## config.mk

```make
export PLATFORM = sky130hd
export DESIGN_NAME = mips32_divider
export DESIGN_NICKNAME = d
export VERILOG_FILES = /design/src/rtl/mips32_divider.sv
export SDC_FILE = /design/constraint.sdc
export NUM_CORES = 1
export LEC_CHECK = 0
export ABC_AREA = 1
export CORE_UTILIZATION = 45
export DETAILED_ROUTE_END_ITERATION = 10
export GPL_TIMING_DRIVEN = 0
export PLACE_DENSITY = 0.63
export SYNTH_ARGS = -nofsm -noshare
export SYNTH_HDL_FRONTEND = slang
export SYNTH_SLANG_ARGS = --single-unit
```

## constraint.sdc

```tcl
create_clock -name clk1 -period 7.8 [get_ports clk1]
set_clock_uncertainty 0.2 [all_clocks]
set_input_delay 1.56 -clock clk1 [delete_from_list [all_inputs] [get_ports clk1]]
set_output_delay 1.56 -clock clk1 [all_outputs]
set_load 0.01 [all_outputs]
```

## src/rtl/mips32_divider.sv

```systemverilog
// mips32_divider: multi-cycle radix-2 restoring DIV/DIVU unit with fixed latency.
module mips32_divider #(
  parameter int WIDTH = 32,
  localparam int CNT_W = $clog2(WIDTH + 1)
) (
  input  logic             clk1,
  input  logic             rst,
  input  logic             start,
  input  logic             flush,
  input  logic             is_signed,
  input  logic [WIDTH-1:0] dividend,
  input  logic [WIDTH-1:0] divisor,
  output logic             busy,
  output logic             done,
  output logic             div_zero,
  output logic [WIDTH-1:0] quotient,
  output logic [WIDTH-1:0] remainder
);
  typedef enum logic [1:0] {IDLE, LOAD, RUN, FIX} state_t;
  state_t state_q, state_d;
  logic [WIDTH-1:0] a_q, a_d, b_q, b_d, quo_q, quo_d, rem_q, rem_d, dvs_q, dvs_d;
  logic [WIDTH-1:0] q_q, q_d, r_q, r_d;
  logic [CNT_W-1:0] cnt_q, cnt_d;
  logic sg_q, sg_d, sa_q, sa_d, sb_q, sb_d, dz_q, dz_d, done_q, done_d;
  logic [WIDTH:0] rem_sh;
  logic [WIDTH+1:0] diff;
  logic ge;
  assign rem_sh = {rem_q, quo_q[WIDTH-1]};
  assign diff = {1'b0, rem_sh} - {2'b00, dvs_q};
  assign ge = ~diff[WIDTH+1];
  always_comb begin
    state_d = state_q;
    a_d = a_q;
    b_d = b_q;
    sg_d = sg_q;
    sa_d = sa_q;
    sb_d = sb_q;
    quo_d = quo_q;
    rem_d = rem_q;
    dvs_d = dvs_q;
    cnt_d = cnt_q;
    q_d = q_q;
    r_d = r_q;
    dz_d = dz_q;
    done_d = 1'b0;
    if (flush) state_d = IDLE;
    else
      case (state_q)
        IDLE: if (start) begin
          state_d = LOAD;
          a_d = dividend;
          b_d = divisor;
          sg_d = is_signed;
        end
        LOAD: begin
          sa_d = sg_q & a_q[WIDTH-1];
          sb_d = sg_q & b_q[WIDTH-1];
          quo_d = (sg_q & a_q[WIDTH-1]) ? -a_q : a_q;
          dvs_d = (sg_q & b_q[WIDTH-1]) ? -b_q : b_q;
          rem_d = '0;
          cnt_d = CNT_W'(WIDTH);
          state_d = RUN;
        end
        RUN: begin
          rem_d = ge ? diff[WIDTH-1:0] : rem_sh[WIDTH-1:0];
          quo_d = {quo_q[WIDTH-2:0], ge};
          cnt_d = cnt_q - CNT_W'(1);
          state_d = (cnt_q == CNT_W'(1)) ? FIX : RUN;
        end
        default: begin
          // A zero divisor reports the original dividend, not the sign-fixed magnitude.
          dz_d = (b_q == '0);
          q_d = dz_d ? '1 : ((sa_q ^ sb_q) ? -quo_q : quo_q);
          r_d = dz_d ? a_q : (sa_q ? -rem_q : rem_q);
          done_d = 1'b1;
          state_d = IDLE;
        end
      endcase
  end
  always_ff @(posedge clk1 or posedge rst) begin
    if (rst) begin
      state_q <= IDLE;
      a_q <= '0;
      b_q <= '0;
      sg_q <= 1'b0;
      sa_q <= 1'b0;
      sb_q <= 1'b0;
      quo_q <= '0;
      rem_q <= '0;
      dvs_q <= '0;
      cnt_q <= '0;
      q_q <= '0;
      r_q <= '0;
      dz_q <= 1'b0;
      done_q <= 1'b0;
    end else begin
      state_q <= state_d;
      a_q <= a_d;
      b_q <= b_d;
      sg_q <= sg_d;
      sa_q <= sa_d;
      sb_q <= sb_d;
      quo_q <= quo_d;
      rem_q <= rem_d;
      dvs_q <= dvs_d;
      cnt_q <= cnt_d;
      q_q <= q_d;
      r_q <= r_d;
      dz_q <= dz_d;
      done_q <= done_d;
    end
  end
  assign busy = (state_q != IDLE);
  assign done = done_q;
  assign div_zero = dz_q;
  assign quotient = q_q;
  assign remainder = r_q;
endmodule

```

* Word level (Yosys, flattened, before mapping) *
Index checks and enable logic that the tools add are counted.

word-level totals
  register bits = 237
  bits in latches = 0
  bits in writable memories = 0
  bits in read-only memories = 0
  input bits = 69
  output and inout bits = 67
  logic and storage cells = 55
  memories = 0

cells by class
  $add $sub $neg = 6
  multipliers = 0
  div/mod/pow operators = 0
  magnitude comparators = 0
  equal/unequal tests = 4
  shifts and indexed selects = 0
  multiplexer cells = 16
  bitwise gates (word level) = 6
  reduce and logical (&&, ||, !) cells = 9

operators by type and width
  kind                   number
  $mux W32               7
  $neg A32 Y32           4
  $pmux W32 S2           2
  $sub A33 B32 Y34       1
  $logic_not A32 Y1      1
  $pmux W6 S2            1
  $eq A6 B1 Y1 const B   1
  $pmux W2 S3            1
  $reduce_and A2 Y1      3
  $sub A6 B1 Y6 const B  1
  $mux W2                2
  $reduce_bool A2 Y1     2
  $mux W1                3
  $ne A3 B3 Y1 const B   1
  $not A1 Y1             3
  $reduce_and A3 Y1      1
  $reduce_or A3 Y1       1
  $and A1 B1 Y1          2
  $eq A2 B1 Y1 const B   1
  $eq A2 B2 Y1 const B   1
  $logic_not A2 Y1       1
  $xor A1 B1 Y1          1

* Longest topological paths before layout *
Gate-level depths: netlist of the first run.

  word-level depth = 4
  depth in mapped cells = 17
  gate-level depth less buffers = 16

* Worst setup path before layout of the first run *
No wires, ideal clock.

  path kind = input to register
  start = input flush
  end = register r_q[0], in the netlist remainder[0]
  setup time = 140 ps
  arrival = 2631 ps
  required time = 7460 ps
  slack = 4829 ps
  cell stages on the path = 6
  path buffers = 2
  cells stage by stage = nor2_1 buf_2 clkinv_1 clkbuf_1 nand2_1 o221ai_1

on the way
  cells in the longest elaborated chain, start to end = 2

ends and longest elaborated chain
  element                      RTL line  RTL
  start, declared              9         input logic flush,
  $not A1 Y1 (no line)         n/a
  $reduce_and A2 Y1 (no line)  n/a
  end signal, assigned         108       r_q <= r_d;
  end, declared                22        logic [WIDTH-1:0] q_q, q_d, r_q, r_d;

No other way between the ends.
A chain may end at the register's enable or synchronous reset.

* Final worst setup path of the first run *
  start = input flush
  end = register rem_q[5]

on the way
  cells in the longest elaborated chain, start to end = 2

ends and longest elaborated chain
  element                      RTL line  RTL
  $not A1 Y1 (no line)         n/a
  $reduce_and A2 Y1 (no line)  n/a
  end signal, assigned         104       rem_q <= rem_d;
  end, declared                21        logic [WIDTH-1:0] a_q, a_d, b_q, b_d, quo_q, quo_d, rem_q, rem_d, dvs_q, dvs_d;

No other way between the ends.

==> results of run 1 <==
[cell usage in the layout (no fill, tap or decap), types with 42 or more instances in the layout]
| master | instances |
|---|---|
| nand2_1 | 619 |
| inv_1 | 316 |
| nor2_1 | 243 |
| dfrtp_1 | 237 |
| nand3_1 | 226 |
| clkdlybuf4s50_1 | 135 |
| a21oi_1 | 93 |
| o21ai_0 | 77 |
| xor2_1 | 67 |
| clkbuf_1 | 57 |
| ha_1 | 42 |
[stage by stage]
| step | total power [mW] | std cells | utilization, % | hold slack [ns] |
|---|---|---|---|---|
| floorplan | 4.14 | 2243 | - | 0.249 |
| global placement | 5.33 | 2833 | 51.1 | 0.269 |
| detailed placement | 5.38 | 2839 | 51.5 | 0.270 |
| CTS | 6.71 | 2889 | 54.1 | 0.285 |
| global route | 7.18 | 2889 | 54.1 | 0.311 |
| finish | 6.71 | 2889 | 54.1 | 0.282 |
[cell families after synthesis]
group | after synthesis | synth area share [%]
multiplexers | 14 | 1.00
AO/OA/AOI/OAI | 278 | 10.8
XOR/XNOR | 85 | 4.74
buffers and inverters | 394 | 9.90
adder cells (fa/ha/maj) | 43 | 3.47
AND/OR/NAND/NOR | 1192 | 32.3
flip-flops | 237 | 37.8
[worst max-delay path: stages]
cell	delay, ns
clkdlybuf4s50_1	0.45
inv_1	0.13
nand2_1	0.14
nor2_1	0.82
clkbuf_1	0.72
nand3_1	0.17
o21ai_0	0.11
[layout make-up]
| class | count | area [um2] |
|---|---|---|
| Clock buffer | 40 | 786 |
| Clock inverter | 10 | 120 |
| Sequential cell | 237 | 5930 |
| Fill cell | 3486 | 15800 |
| Buffer | 70 | 333 |
| Timing Repair Buffer | 141 | 1480 |
| Inverter | 324 | 1220 |
| Multi-Input combinational cell | 1612 | 8220 |
| Tap cell | 455 | 569 |
[power by group through the flow]
stage	Sequential (mW)	Combinational [mW]	Clock [mW]
3_3_place_gp	2.15	3.18	0
3_5_place_dp	2.16	3.22	0
4_1_cts	2.14	3.24	1.32
5_1_grt	2.20	3.60	1.38
6_report	2.15	3.25	1.31
2_1_floorplan	2.10	2.04	0
[sequential cells by signal, indices dropped and copies added, names as in the netlist]
register and count:
cnt_q 6, sb_q 1, a_q 32, sg_q 1, dvs_q 32, done 1
remainder 32, b_q 32, state_q 2, div_zero 1, quotient 32, sa_q 1
rem_q 32, quo_q 32
[worst max path at each step]
stage	slack, ns	start	to
after floorplan	2.93	rst	a_q[0]
after global placement	1.02	rst	b_q[22]
after detailed placement	3.43	flush	rem_q[5]
after CTS	4.00	flush	rem_q[5]
after global routing	3.86	flush	rem_q[5]
final	3.98	flush	rem_q[5]
[layer usage]
layer	share of wire [%]	global-route usage (%)	routed length, um	up-vias
met3	6.1	3.63	3320	98
li1	-	-	-	7545
met2	47	51.8	25400	548
met5	0	0	0	-
met1	43	40.9	23400	7185
met4	4.3	12.4	2320	0
==> results.md, run 1 <==
* Final wirelength at 54400 um
* Fin nets at 2526
* Die area at 35600 um2
* Unique masters post-synth at 47
* DRT Pass-1 Iters at 5
* Num CTS Buffers at 28
* Worst slack, placed at 3.43 ns
* Cell Rows at 68
* # IOs at 136
* # diodes at 0
* CTS tree: done
* Measured slew at the worst slew-check pin at 1.06 ns
* Via count at 15376
* Clock power frac at 19.5%
* Critical Path Fanout Max at 10
* Core area at 34500 um2
* CTS Hold Bufs at 0
* Resized cells post-CTS at 0
* RSZ-0062 raised after global routing: false
* Initial antenna violation count at 0
* Post-synth top cells: nand2_1 (619), inv_1 (317), nor2_1 (243)
* Synth Instances at 2243
* Chip width at 189 um
* P_leak at 9.41 nW
* Post-layout min period at 3.82 ns
* Mapped cell area at 15700 um2
* Status: finished clean
* FF+latch count, synth at 237
* Placed cell areas at 17800 um2
* Routed WL per cell at 18.8 um
* Hold Startpoint: dvs_q[31]
* Synth top area share at 37.8%
* Setup violators final at 0
* Initial core utilization at 45.6%
* Number of port buffers at 135
* Setup ws final at 3.98 ns
* Part of the cycle the worst path needs at 49.0%
* Vias in the first global route at 14816
* CP endpoint kind: register
* Largest net degree at the start of global routing at 43
* Kind of critical path: in2reg
* CP Data Arrival Time at 4.09 ns
* Synthesis Warnings at 0
* Avg Inst Size Synth at 7.00 um2
* RR Endpoint: rem_q[5]
* Seq/Total Area, Yosys at 37.8%
* Final HPWL DP at 44100 um
* Net Sw Frac at 45.2%
* DRC Markers at 0
* Die span in y at 189 um
* R2R depth at 7
* RD Place Congestion at 0.991
* R2R Setup Slk at 4.82 ns
* Design area at 18700 um2
* Setup bufs post-CTS at 0
* Slew Limit Fails at 0
* Yosys top cell by area: dfrtp_1
* Max-Cap Viols at 0
* CP startpoint kind: input pin
* # H-tree levels at 1
* Max Fclk at 262 MHz
* CTS Sinks at 237
* Clk_lat worst skew at 0.57 ns
* Clock transition at path regs at 0.05 ns
* Layout cells sized above 1 at 5.92%
* Internal power at 3.68 mW
* First-pass GRT wire length at 84600 um
* Gate power share at 48.5%
* TNS Setup at 0 ns
* CP required at 8.07 ns
* Final hold vios at 0
* Syn_nets at 2355
* HP Class: reg2reg
* Number of flops mapped to enable cells by yosys at 0
* Drt initial violations at 1356
* Total gr overflow at 0
* Area Growth Syn to Fin at 18.8%
* Post-route ant nets at 0
* Root Buffer: clkbuf_16
* Main synth FF type: dfrtp_1
* Ranking of synthesized cells by area: dfrtp_1 (38%), nand2_1 (15%), inv_1 (7.6%), nand3_1 (7.2%), nor2_1 (5.8%)
* Total power divided by cell area at 360 nW/um2
* Reg power frac at 32.0%
* Post-synth ARST share at 100%
* CTS max path bufs at 3
* Vias per Instance at 5.32
* Reg-to-Reg Start: state_q[0]
* Slew margin rel. at 29.4%
* GRT Util Overall at 31.0%
* WHS Path Cells at 2
* WHS Endpoint: dvs_q[31]
* Maximum vdd ir drop at 186 uV
* Top-count cell post-synth: nand2_1
* Sw Pwr at 3.03 mW
No activity file was read; power rests on OpenSTA's default activity.
==> run 2, diff against run 1 <==
==> constraint.sdc (replaced) <==
create_clock -name clk1 -period 3.25 [get_ports clk1]
set_clock_uncertainty 0.2 [all_clocks]
set_input_delay 0.65 -clock clk1 [delete_from_list [all_inputs] [get_ports clk1]]
set_output_delay 0.65 -clock clk1 [all_outputs]
set_load 0.01 [all_outputs]
==> results of run 2 <==
Same layout as run 1 (identical final DEF). Status: finished clean.
Among the figures that moved: setup slack after placement 3.43 ns -> -0.215 ns; clock-pin slew on the worst setup and hold paths 0.05 ns -> 0.06 ns; setup slack after layout 3.98 ns -> 0.266 ns; start point of the critical path flush -> state_q[0]; register-to-register setup slack 4.82 ns -> 0.27 ns; total power 6.71 mW -> 16.1 mW; worst IR drop on VDD 186 uV -> 446 uV
